--- config.mk ---
export PLATFORM = sky130hd
export DESIGN_NAME = pll_lock_sequencer_flat
export DESIGN_NICKNAME = d
export VERILOG_FILES = /design/src/rtl/pll_lock_sequencer_if.sv /design/src/rtl/pll_lock_sequencer.sv /design/src/flat_wrapper.sv
export SDC_FILE = /design/constraint.sdc
export NUM_CORES = 1
export LEC_CHECK = 0
export BUFFER_PORTS_ARGS = -buffer_cell sky130_fd_sc_hd__buf_4
export CORE_MARGIN = 4
export CORE_UTILIZATION = 40
export DETAILED_ROUTE_END_ITERATION = 8
export GPL_ROUTABILITY_DRIVEN = 1
export PLACE_DENSITY_LB_ADDON = 0.15
export SYNTH_ARGS = -nofsm -noshare
export SYNTH_HDL_FRONTEND = slang
export SYNTH_SLANG_ARGS = --single-unit
--- constraint.sdc ---
create_clock -name clk -period 3.6 [get_ports clk]
set_input_delay 0.18 -clock clk [delete_from_list [all_inputs] [get_ports clk]]
set_output_delay 0.18 -clock clk [all_outputs]
set_load 0.05 [all_outputs]
--- src/rtl/pll_lock_sequencer_if.sv ---
// Control/status bundle between board-level switches, the PLL pins
// and the lock sequencer.
interface pll_lock_sequencer_if #(
  parameter int RETRY_W = 2
) ();
  logic               en_i;
  logic               pwrdwn_i;
  logic               clr_i;
  logic               pll_locked_i;
  logic               pll_rst_o;
  logic               pll_pwrdwn_o;
  logic               cnt_rst_o;
  logic               ready_o;
  logic               fault_o;
  logic               lock_lost_o;
  logic [RETRY_W-1:0] retry_cnt_o;
  logic [2:0]         state_o;

  modport master (
    output en_i, pwrdwn_i, clr_i, pll_locked_i,
    input  pll_rst_o, pll_pwrdwn_o, cnt_rst_o, ready_o,
    input  fault_o, lock_lost_o, retry_cnt_o, state_o
  );

  modport slave (
    input  en_i, pwrdwn_i, clr_i, pll_locked_i,
    output pll_rst_o, pll_pwrdwn_o, cnt_rst_o, ready_o,
    output fault_o, lock_lost_o, retry_cnt_o, state_o
  );
endinterface

--- src/rtl/pll_lock_sequencer.sv ---
// PLL reset/power-down sequencing with lock qualification and retry.
// All outputs are registered and decoded from the next state.
module pll_lock_sequencer #(
  parameter int RST_CYCLES    = 16,
  parameter int LOCK_TIMEOUT  = 100000,
  parameter int STABLE_CYCLES = 1024,
  parameter int MAX_RETRIES   = 3,
  parameter int RETRY_W       = $clog2(MAX_RETRIES + 1)
) (
  input logic                 clk,
  input logic                 rst,
  pll_lock_sequencer_if.slave bus
);
  localparam int TMAX =
    (LOCK_TIMEOUT > RST_CYCLES) ?
    ((LOCK_TIMEOUT > STABLE_CYCLES) ? LOCK_TIMEOUT : STABLE_CYCLES) :
    ((RST_CYCLES > STABLE_CYCLES) ? RST_CYCLES : STABLE_CYCLES);
  localparam int TW = $clog2(TMAX + 1);

  localparam logic [TW-1:0] T_RST  = TW'(RST_CYCLES - 1);
  localparam logic [TW-1:0] T_LOCK = TW'(LOCK_TIMEOUT - 1);
  localparam logic [TW-1:0] T_STAB = TW'(STABLE_CYCLES - 1);
  localparam logic [RETRY_W-1:0] R_MAX = RETRY_W'(MAX_RETRIES);

  typedef enum logic [2:0] {
    IDLE      = 3'd0,
    RST_HOLD  = 3'd1,
    WAIT_LOCK = 3'd2,
    STABLE    = 3'd3,
    RUN       = 3'd4,
    FAULT     = 3'd5,
    PWRDN     = 3'd6
  } state_t;

  state_t             state;
  state_t             nxt;
  logic [1:0]         sync;
  logic               lk;
  logic [TW-1:0]      timer;
  logic [TW-1:0]      timer_nxt;
  logic [RETRY_W-1:0] retry;
  logic [RETRY_W-1:0] retry_nxt;
  logic               lost_set;
  logic               pll_rst;
  logic               pll_pwrdwn;
  logic               cnt_rst;
  logic               ready;
  logic               fault;
  logic               lock_lost;

  assign lk = sync[1];

  always_ff @(posedge clk or posedge rst) begin
    if (rst) sync <= '0;
    else     sync <= {sync[0], bus.pll_locked_i};
  end

  always_comb begin
    nxt       = state;
    retry_nxt = retry;
    if (bus.pwrdwn_i) begin
      nxt = PWRDN;
    end else if (!bus.en_i) begin
      nxt = IDLE;
    end else begin
      case (state)
        IDLE:     nxt = RST_HOLD;
        RST_HOLD: if (timer == T_RST) nxt = WAIT_LOCK;
        WAIT_LOCK: begin
          if (lk) begin
            nxt = STABLE;
          end else if (timer == T_LOCK) begin
            if (retry == R_MAX) begin
              nxt = FAULT;
            end else begin
              nxt       = RST_HOLD;
              retry_nxt = retry + RETRY_W'(1);
            end
          end
        end
        STABLE: begin
          if (!lk)                  nxt = WAIT_LOCK;
          else if (timer == T_STAB) nxt = RUN;
        end
        RUN:      if (!lk) nxt = RST_HOLD;
        FAULT:    nxt = FAULT;
        PWRDN:    nxt = IDLE;
        default:  nxt = IDLE;
      endcase
    end
    if (nxt inside {IDLE, PWRDN, RUN}) retry_nxt = '0;
  end

  // Timer restarts on every state change and only runs in timed states.
  always_comb begin
    timer_nxt = '0;
    if (nxt == state && nxt inside {RST_HOLD, WAIT_LOCK, STABLE})
      timer_nxt = (timer == '1) ? timer : timer + TW'(1);
  end

  assign lost_set = (state == RUN) && !lk;

  always_ff @(posedge clk or posedge rst) begin
    if (rst) begin
      state      <= IDLE;
      timer      <= '0;
      retry      <= '0;
      pll_rst    <= 1'b1;
      pll_pwrdwn <= 1'b0;
      cnt_rst    <= 1'b1;
      ready      <= 1'b0;
      fault      <= 1'b0;
      lock_lost  <= 1'b0;
    end else begin
      state      <= nxt;
      timer      <= timer_nxt;
      retry      <= retry_nxt;
      pll_rst    <= nxt inside {IDLE, RST_HOLD, FAULT, PWRDN};
      pll_pwrdwn <= (nxt == PWRDN);
      cnt_rst    <= (nxt != RUN);
      ready      <= (nxt == RUN);
      fault      <= (nxt == FAULT);
      lock_lost  <= lost_set | (lock_lost & ~bus.clr_i);
    end
  end

  assign bus.pll_rst_o    = pll_rst;
  assign bus.pll_pwrdwn_o = pll_pwrdwn;
  assign bus.cnt_rst_o    = cnt_rst;
  assign bus.ready_o      = ready;
  assign bus.fault_o      = fault;
  assign bus.lock_lost_o  = lock_lost;
  assign bus.retry_cnt_o  = retry;
  assign bus.state_o      = state;
endmodule
--- src/flat_wrapper.sv ---
// flat-port wrapper written by rule: the top's interface ports become plain ports
module pll_lock_sequencer_flat 
#(
  parameter int RST_CYCLES    = 16,
  parameter int LOCK_TIMEOUT  = 100000,
  parameter int STABLE_CYCLES = 1024,
  parameter int MAX_RETRIES   = 3,
  parameter int RETRY_W       = $clog2(MAX_RETRIES + 1)
)
  (clk, rst, bus_en_i, bus_pwrdwn_i, bus_clr_i, bus_pll_locked_i, bus_pll_rst_o, bus_pll_pwrdwn_o, bus_cnt_rst_o, bus_ready_o, bus_fault_o, bus_lock_lost_o, bus_retry_cnt_o, bus_state_o);
  pll_lock_sequencer_if #(.RETRY_W(RETRY_W)) bus_i ();
  input logic clk;
  input logic rst;
  input wire logic [$bits(bus_i.en_i)-1:0] bus_en_i;
  input wire logic [$bits(bus_i.pwrdwn_i)-1:0] bus_pwrdwn_i;
  input wire logic [$bits(bus_i.clr_i)-1:0] bus_clr_i;
  input wire logic [$bits(bus_i.pll_locked_i)-1:0] bus_pll_locked_i;
  output wire logic [$bits(bus_i.pll_rst_o)-1:0] bus_pll_rst_o;
  output wire logic [$bits(bus_i.pll_pwrdwn_o)-1:0] bus_pll_pwrdwn_o;
  output wire logic [$bits(bus_i.cnt_rst_o)-1:0] bus_cnt_rst_o;
  output wire logic [$bits(bus_i.ready_o)-1:0] bus_ready_o;
  output wire logic [$bits(bus_i.fault_o)-1:0] bus_fault_o;
  output wire logic [$bits(bus_i.lock_lost_o)-1:0] bus_lock_lost_o;
  output wire logic [$bits(bus_i.retry_cnt_o)-1:0] bus_retry_cnt_o;
  output wire logic [$bits(bus_i.state_o)-1:0] bus_state_o;
  assign bus_i.en_i = bus_en_i;
  assign bus_i.pwrdwn_i = bus_pwrdwn_i;
  assign bus_i.clr_i = bus_clr_i;
  assign bus_i.pll_locked_i = bus_pll_locked_i;
  assign bus_pll_rst_o = bus_i.pll_rst_o;
  assign bus_pll_pwrdwn_o = bus_i.pll_pwrdwn_o;
  assign bus_cnt_rst_o = bus_i.cnt_rst_o;
  assign bus_ready_o = bus_i.ready_o;
  assign bus_fault_o = bus_i.fault_o;
  assign bus_lock_lost_o = bus_i.lock_lost_o;
  assign bus_retry_cnt_o = bus_i.retry_cnt_o;
  assign bus_state_o = bus_i.state_o;
  pll_lock_sequencer #(.RST_CYCLES(RST_CYCLES), .LOCK_TIMEOUT(LOCK_TIMEOUT), .STABLE_CYCLES(STABLE_CYCLES), .MAX_RETRIES(MAX_RETRIES), .RETRY_W(RETRY_W)) u_core (.clk(clk), .rst(rst), .bus(bus_i));
endmodule
Word level (Yosys, flattened, before mapping)
Cells that the tools add are included.
{"block": "totals", "output_inout_bits": 11, "in_bits": 6, "reg_bits": 30}
{"block": "classes", "n_bitwise": 3, "reduce_logical": 12, "eq_ne": 22, "mux": 19, "addsub": 2}
{"cell": "$eq A17 B17 Y1 const B", "count": 2}
{"cell": "$mux W17", "count": 2}
{"cell": "$mux W3", "count": 9}
{"cell": "$pmux W3 S6", "count": 1}
{"cell": "$add A17 B1 Y17 const B", "count": 1}
{"cell": "$eq A17 B10 Y1 const B", "count": 1}
{"cell": "$eq A17 B4 Y1 const B", "count": 1}
{"cell": "$eq A3 B3 Y1 const B", "count": 5}
{"cell": "$mux W2", "count": 7}
{"cell": "$eq A3 B2 Y1 const B", "count": 4}
{"cell": "$eq A3 B1 Y1 const B", "count": 2}
{"cell": "$logic_not A3 Y1", "count": 2}
{"cell": "$ne A2 B2 Y1 const B", "count": 3}
{"cell": "$reduce_and A6 Y1", "count": 1}
{"cell": "$reduce_bool A2 Y1", "count": 3}
{"cell": "$reduce_bool A3 Y1", "count": 2}
{"cell": "$reduce_bool A4 Y1", "count": 1}
{"cell": "$eq A3 B3 Y1", "count": 1}
{"cell": "$ne A3 B3 Y1 const B", "count": 1}
{"cell": "$add A2 B1 Y2 const B", "count": 1}
{"cell": "$eq A2 B2 Y1 const B", "count": 1}
{"cell": "$logic_and A1 B1 Y1", "count": 2}
{"cell": "$ne A2 B1 Y1 const B", "count": 1}
{"cell": "$and A1 B1 Y1", "count": 1}
{"cell": "other kinds (3)", "count": 3}

Longest topological paths before layout
Gate-level depths: netlist of the first run.
{"block": "depth", "depth_word": 11, "mapped_depth": 11, "depth_no_buf": 10}

Worst setup path before layout of the first run
Ideal clock, no wire load.
{"block": "synth_path", "kind": "register to register", "startpoint": "register u_core.timer[0]", "endpoint": "register u_core.timer[8]", "path_stages_with_launch": 11, "slack_ns": 1.364, "required_ns": 3.461, "n_path_buf": 1, "synth_period_minus_slack_ns": 2.236, "arrival_ns": 2.097, "path_cell_list": "dfrtp_1 -> ha_1 -> and4_1 -> nand3_1 -> nor2_1 -> ha_1 -> clkbuf_1 -> nor3b_1 -> and3_1 -> xnor2_1 -> a21oi_1"}
{"block": "synth_between", "elab_chain_len": 10, "elab_cells_between_ends": 22}
{"element": "start, declared", "line_no": "pll_lock_sequencer.sv:39", "source": "logic [TW-1:0] timer;"}
{"element": "start signal, assigned", "line_no": "pll_lock_sequencer.sv:116", "source": "timer <= timer_nxt;"}
{"element": "$eq A17 B10 Y1 / $eq A17 B17 Y1 (equally long branches)", "line_no": "pll_lock_sequencer.sv:83, pll_lock_sequencer.sv:72"}
{"element": "$mux W3 (on tied branches)", "line_no": "pll_lock_sequencer.sv:83, pll_lock_sequencer.sv:72"}
{"element": "$mux W3 (on tied branches)", "line_no": "pll_lock_sequencer.sv:82, pll_lock_sequencer.sv:70"}
{"element": "$pmux W3 S6", "line_no": "pll_lock_sequencer.sv:66", "source": "case (state)"}
{"element": "$mux W3", "line_no": "pll_lock_sequencer.sv:63", "source": "end else if (!bus.en_i) begin"}
{"element": "$mux W3", "line_no": "pll_lock_sequencer.sv:61", "source": "if (bus.pwrdwn_i) begin"}
{"element": "$eq A3 B1 Y1 / $eq A3 B2 Y1 (equally long branches)", "line_no": "pll_lock_sequencer.sv:97", "source": "if (nxt == state && nxt inside {RST_HOLD, WAIT_LOCK, STABLE})"}
{"element": "$reduce_bool A3 Y1", "line_no": "pll_lock_sequencer.sv:97"}
{"element": "$logic_and A1 B1 Y1", "line_no": "pll_lock_sequencer.sv:97"}
{"element": "$ne A2 B2 Y1 (no line) / $mux W17 (equally long branches)"}
Parallel ways exist; a longest one is shown, timed or not. The select of a mux whose other input is x is not followed.
A chain may end at the register's enable or synchronous reset.

Final worst setup path of the first run
{"block": "layout_path", "startpoint": "register u_core.timer[0]", "endpoint": "register u_core.timer[7]"}
The elaborated chain is that of the path after synthesis.

==> out/qor.yml, run 1 <==
outcome:
  status: "finished clean"
grt:
  grt_max_degree: 31
  overflow: 0
  grt_usage_pct: 14.6
  first_global_vias: 1257
  grt_pass1_wl_mm: 6.07
  antenna_found_initial: 0
synth:
  synth_area_um2: 1720
  seq_area_frac_synth_pct: 43.8
  syn-num-nets: 173
  synthFlopType: "dfrtp_1"
  synth.top_cells.by_count: "dfrtp_1 (28), xnor2_1 (11), a21oi_2 (10), nand2_1 (10), nor2_1 (10)"
  synth_xor_area_share_pct: 8.15
  synth_seq_cells: 30
  yosysWarnings: 0
  syn_area_per_cell_um2: 10.5
  synth_compound_area_share_pct: 15.9
  yosys.area.top_type_share_pct: 40.8
  yosys.area_share.simple_pct: 23.5
  synth_edf_count: 0
  synth_cell_types: 51
  synth_fa_ha_area_share_pct: 2.18
  synthCells: 164
  synthArstFlopShare_pct: 100
  synth.most_common_cell: "dfrtp_1"
  synth_top_family_by_area: "simple AND/OR/NAND/NOR gates"
  synth_area_leaders: "dfrtp_1 (41%), xnor2_1 (5.6%), a21oi_2 (5.1%)"
  synth_top_area_cell: "dfrtp_1"
  muxShareOfSynthArea_pct: 1.75
critical_path:
  endpoint_kind: "register"
  cpLargestDelayFamily: "simple AND/OR/NAND/NOR gates"
  crit_required_ns: 3.75
  crit_type: "reg -> reg"
  path_cells: "ha_1 -> and4_1 -> nand3_1 -> nor2_1 -> ha_1 -> and4b_1 -> nand4_1 -> nor2_1 -> xnor2_1 -> a21oi_1"
  worst-path-buf-inv: 0
  slowest_stage: "dfrtp_1"
  max_stage_delay_ns: 0.40
  cp-start-kind: "register"
  crit_fanout: 7
  critPathArrivalTime_ns: 2.65
power_and_ir_drop:
  irDropWorstVdd_mv: 0.160
  powerDensity_nw_per_um2: 343
  p_switching_mw: 0.168
  clockPowerShare_pct: 37.9
  seq_power_share_pct: 52.6
  p_int_mw: 0.497
  p_leak_nw: 0.783
  sw_frac_of_total_pct: 25.3
  pwr-share-comb_pct: 9.5
final_layout:
  fin_util_pct: 47.5
  finalNetCount: 190
  seq_area_um2: 753
  diodes: 0
  drive_gt1_share_pct: 26.5
  fill_cells: 389
  area_growth_pct: 12.9
  multi_input_area_um2: 885
sta:
  drv_slew: 0
  setup_ws_ns: 1.10
  rsz0062_at_grt: "false"
  worst_slew_pin_slew_ns: 1.17
  period_share_pct: 69.4
  skew_ns: 0.00203
  layout_min_cycle_time_ns: 2.50
  final.setup.tns_ns: 0
  timing.fmax_mhz: 400
  relSlewSlack_pct: 22.0
  hold_viol_final: 0
  setup_viol: 0
cts:
  cts_tree: "built"
  cts_root_buf: "clkbuf_8"
  cts.htree.levels: 2
  clk-insertion-delay-late_ns: 0.28
  cts_buffers: 5
  path_clk_slew_ns: 0.06
  numClockSinks: 30
  clock_path_buffers: 2
drt:
  post-route-drc-count: 0
  wl_met3_um: 163
  drt_wl_total_mm: 3.58
  wl_met2_mm: 1.70
  viasPerCell: 5.55
  wl_per_cell_um: 15.5
  drt_iter0_drc: 58
  firstDrtPassIters: 4
  ant_nets: 0
  wl_met1_mm: 1.65
  top_layer_used: "met4"
  vias: 1283
placement:
  io_buffers: 16
  place_ws_ns: 1.10
  place.gp.congestion: 0.804
  dpl.hpwl_mm: 2.55
worst_hold_path:
  hp-class: "in -> reg"
floorplanning:
  coreArea_um2: 4090
  start_util_pct: 42.1
  die_x_um: 73.6
  ios: 17
  dieArea_um2: 5410
  num_rows: 23
  die_h_um: 73.6
job:
  cap_violations: 0
[what timing repair did]
action	4_1_cts	5_1_grt
gates resized for setup	0	0
setup endpoints to repair	0	0
hold endpoints to repair	1	0
hold buffers	1	0
setup buffers	0	0
[power groups by stage]
| stage | Combinational, mW | Sequential [mW] | Clock (mW) |
|---|---|---|---|
| final | 0.0634 | 0.350 | 0.252 |
| after global routing | 0.0690 | 0.351 | 0.273 |
| after CTS | 0.0640 | 0.350 | 0.265 |
| after detailed placement | 0.0631 | 0.356 | 0 |
| after global placement | 0.0623 | 0.356 | 0 |
| after floorplan | 0.0309 | 0.369 | 0 |
[flip-flops by register name, summed over array words and instances, names as in the netlist]
signal and count:
u_core.bus.cnt_rst_o 1, u_core.bus.fault_o 1, u_core.bus.lock_lost_o 1, u_core.bus.pll_pwrdwn_o 1
u_core.bus.pll_rst_o 1, u_core.bus.ready_o 1, u_core.bus.retry_cnt_o 2, u_core.bus.state_o 3
u_core.sync 2, u_core.timer 17
[path summary, 6_finish.rpt]
| kind | startpoint | to | slack (ns) | depth (start not counted) |
|---|---|---|---|---|
| worst max-delay path | u_core.timer[0]$_DFFE_PP0P_ | u_core.timer[7]$_DFFE_PP0P_ | 1.10 | 10 |
| worst max register to register | u_core.timer[0]$_DFFE_PP0P_ | u_core.timer[7]$_DFFE_PP0P_ | 1.10 | 10 |
| worst min register to register | u_core.sync[0]$_DFF_PP0_ | u_core.sync[1]$_DFF_PP0_ | 0.35 | 0 |
| max in group asynchronous | rst | u_core.timer[7]$_DFFE_PP0P_ | 2.69 | 2 |
| min in group asynchronous | rst | u_core.bus.ready_o$_DFF_PP0_ | 0.21 | 2 |
| worst min-delay path | bus_pwrdwn_i | u_core.bus.pll_pwrdwn_o$_DFF_PP0_ | 0.05 | 1 |
[cells in the final DEF, fill, tap and decap left out, types with 2 or more instances in the layout]
cell and n:
ha_1 3, and3_1 3, nor4_1 3, nor2_1 10, dfstp_2 2, clkbuf_1 2
dfrtp_1 28, a31oi_1 2, o21bai_1 2, nand2_1 10, and4_1 5, nand3_1 8
a21oi_2 10, nand4_1 4, xnor2_1 11, inv_1 5, mux2i_1 3, buf_4 18
nor2b_1 2, nor3_1 3, clkbuf_8 5, and2_1 2, a211oi_1 2, a21oi_1 8
nor3b_1 2, xor2_1 5
[stage by stage]
stage	total power, mW	hold slack (ns)	cell area, um^2	cells
after floorplan	0.399	0.211	1720	164
after global placement	0.418	0.291	1850	223
after detailed placement	0.419	0.291	1850	223
after CTS	0.679	0.0289	1940	231
after global routing	0.693	0.0410	1940	231
final	0.665	0.0460	1940	231
[cell families (layout without fill, tap and decap cells)]
logic type	count (synthesis)	after routing
adder cells (fa/ha/maj)	3	3
AND/OR/NAND/NOR	65	65
buffers and inverters	14	31
AO/OA/AOI/OAI	33	33
XOR/XNOR	16	16
flip-flops	30	30
multiplexers	3	3
[layer usage]
metal	global-route usage (%)	up-vias
met2	23.4	31
met4	6.04	0
li1	-	623
met3	3.69	6
met5	0	-
met1	18.6	623
[area by class of cell]
type / instances / share of cell area (%)
Timing Repair Buffer: 19 / 7.48
Clock buffer: 7 / 3.93
Tap cell: 50 / 3.22
Inverter: 5 / 0.967
Multi-Input combinational cell: 120 / 45.6
Sequential cell: 30 / 38.8
[worst register-to-register path: stages, from the launching register on]
cell     delay [ns]
dfrtp_1        0.40
ha_1           0.23
and4_1         0.26
nand3_1        0.10
nor2_1         0.05
ha_1           0.29
and4b_1        0.36
nand4_1        0.26
nor2_1         0.22
xnor2_1        0.13
a21oi_1        0.05
Power figures use the tool's default switching activity.
==> inputs of run 2 (changes only) <==
==> constraint.sdc (replaced) <==
create_clock -name clk -period 2.2 [get_ports clk]
set_input_delay 0.11 -clock clk [delete_from_list [all_inputs] [get_ports clk]]
set_output_delay 0.11 -clock clk [all_outputs]
set_load 0.05 [all_outputs]
==> out/qor.yml, run 2 (same netlist as run 1, synthesis figures left out) <==
placement:
  dpl.hpwl_mm: 2.81
  dp.cells: 236
  io_buffers: 16
  place.gp.congestion: 0.825
  placed_area_um2: 1980
job:
  cap_violations: 0
floorplanning:
  ios: 17
  num_rows: 23
  die_h_um: 73.6
  dieArea_um2: 5410
  start_util_pct: 42.1
  coreArea_um2: 4090
  die_x_um: 73.6
power_and_ir_drop:
  p_leak_nw: 0.903
  powerDensity_nw_per_um2: 556
  irDropWorstVdd_mv: 0.238
cts:
  cts.htree.levels: 2
  clock_path_buffers: 2
  cts_tree: "built"
  numClockSinks: 30
  cts_root_buf: "clkbuf_8"
  cts_buffers: 5
  clk-insertion-delay-late_ns: 0.28
  path_clk_slew_ns: 0.06
grt:
  grt_pass1_wl_mm: 6.47
  grt_max_degree: 19
  antenna_found_initial: 0
  grt_usage_pct: 15.6
  overflow: 0
  first_global_vias: 1359
sta:
  relSlewSlack_pct: 55.3
  hold_viol_final: 0
  skew_ns: 0.00429
  layout_min_cycle_time_ns: 2.11
  period_share_pct: 96.0
  rsz0062_at_grt: "true"
  setup_viol: 0
  timing.fmax_mhz: 473
  drv_slew: 0
  worst_slew_pin_slew_ns: 0.669
critical_path:
  slowest_stage: "dfrtp_1"
  max_stage_delay_ns: 0.41
  r2r_slack_ns: 0.09
  endpoint_kind: "register"
  cpLargestDelayFamily: "simple AND/OR/NAND/NOR gates"
  crit_fanout: 5
  crit_required_ns: 2.36
  worst-path-buf-inv: 0
  r2r_start: "u_core.timer[0]$_DFFE_PP0P_"
  cp-start-kind: "register"
  crit_type: "reg -> reg"
  critPathArrivalTime_ns: 2.28
  rr_worst_depth: 10
  r2r_end: "u_core.timer[9]$_DFFE_PP0P_"
  path_cells: "ha_2 -> and4_1 -> nand3_1 -> nor2_1 -> ha_2 -> and4b_1 -> nand4_1 -> nor2_1 -> xnor2_1 -> a21oi_1"
final_layout:
  area_growth_pct: 26.0
  drive_gt1_share_pct: 37.8
  fin_cells: 251
  layout_commonest_cell: "buf_4"
  largest_reg_flops: 17
  layout_common_cells: "buf_4 (33), dfrtp_1 (25), xnor2_1 (11), nand2_1 (10), a21oi_2 (10)"
  top_register: "u_core.timer"
  fin_area_um2: 2170
  diodes: 0
  finalNetCount: 209
drt:
  wl_per_cell_um: 15.0
  vias: 1355
  firstDrtPassIters: 4
  ant_nets: 0
  viasPerCell: 5.40
  drt_iter0_drc: 32
  post-route-drc-count: 0
  drt_wl_total_mm: 3.77
outcome:
  status: "finished clean"
worst_hold_path:
  holdPathStages: 2
  hp-class: "in -> reg"
  hold_end: "u_core.bus.lock_lost_o$_DFF_PP0_"
  hp-start: "bus_clr_i"
-- run 2: cell types whose count changed in the layout (fill, tap and decap cells not counted), moves of 3 or more --
cell | before | now
dfrtp_1 | 28 | 25
dfrtp_2 | 0 | 3
clkbuf_8 | 5 | 8
buf_4 | 18 | 33
-- run 2: metal layers --
layer	wire length [um]	global-route usage [%]	share of wire (%)	up-vias
met4	68	6.44	1.8	0
met2	1760	25.0	47	24
met3	186	3.83	4.9	5
met1	1750	20.0	46	660
li1	-	-	-	666
met5	0	0	0	-
-- run 2: worst max path at each step --
stage / start / to / slack [ns] / cells past startpoint
after floorplan: u_core.timer[0]$_DFFE_PP0P_ / u_core.timer[8]$_DFFE_PP0P_ / -0.005 / 10
after global placement: u_core.timer[0]$_DFFE_PP0P_ / u_core.timer[13]$_DFFE_PP0P_ / 0.11 / 10
after detailed placement: u_core.timer[0]$_DFFE_PP0P_ / u_core.timer[13]$_DFFE_PP0P_ / 0.02 / 10
after CTS: u_core.timer[0]$_DFFE_PP0P_ / u_core.timer[9]$_DFFE_PP0P_ / 0.007 / 10
after global routing: u_core.timer[0]$_DFFE_PP0P_ / u_core.timer[7]$_DFFE_PP0P_ / -0.08 / 10
final: u_core.timer[0]$_DFFE_PP0P_ / u_core.timer[9]$_DFFE_PP0P_ / 0.09 / 10
-- run 2: area by class of cell --
class / count / area [um^2]
clock buffers: 8 / 110
fillers: 390 / 1920
inverters: 5 / 18.8
multi-input cells: 120 / 900
flip-flops and latches: 30 / 757
well taps: 50 / 62.6
repair buffers: 38 / 318
-- run 2: worst reg2reg max path, cell delays in order, from the launching register on --
cell	delay [ns]
dfrtp_1	0.41
ha_2	0.19
and4_1	0.19
nand3_1	0.08
nor2_1	0.04
ha_2	0.17
and4b_1	0.27
nand4_1	0.24
nor2_1	0.20
xnor2_1	0.14
a21oi_1	0.06
-- run 2: what timing repair did --
item,4_1_cts,5_1_grt
gates resized for setup,0,8
endpoints found under the setup margin,0,9
setup buffers,0,4
hold buffers,3,0
endpoints found under the hold margin,17,0
-- run 2: power by group --
| part | switching, mW | internal [mW] | total [mW] |
|---|---|---|---|
| clock | 0.203 | 0.315 | 0.518 |
| combinational | 0.0715 | 0.0418 | 0.113 |
| sequential | 0.0107 | 0.562 | 0.573 |
-- run 2: stage by stage --
| step | TNS [ns] | hold WS (ns) | worst slack, ns | utilization [%] | total power, mW |
|---|---|---|---|---|---|
| after CTS | 0 | 0.00662 | 0.00739 | 51.8 | 1.22 |
| after global placement | 0 | 0.220 | 0.108 | 48.4 | 0.690 |
| after floorplan | -0.00528 | 0.141 | -0.00528 | - | 0.654 |
| after detailed placement | 0 | 0.221 | 0.0187 | 48.4 | 0.693 |
| after global routing | -0.356 | 0.0128 | -0.0840 | 53.0 | 1.25 |
| final | 0 | 0.0143 | 0.0878 | 53.0 | 1.20 |
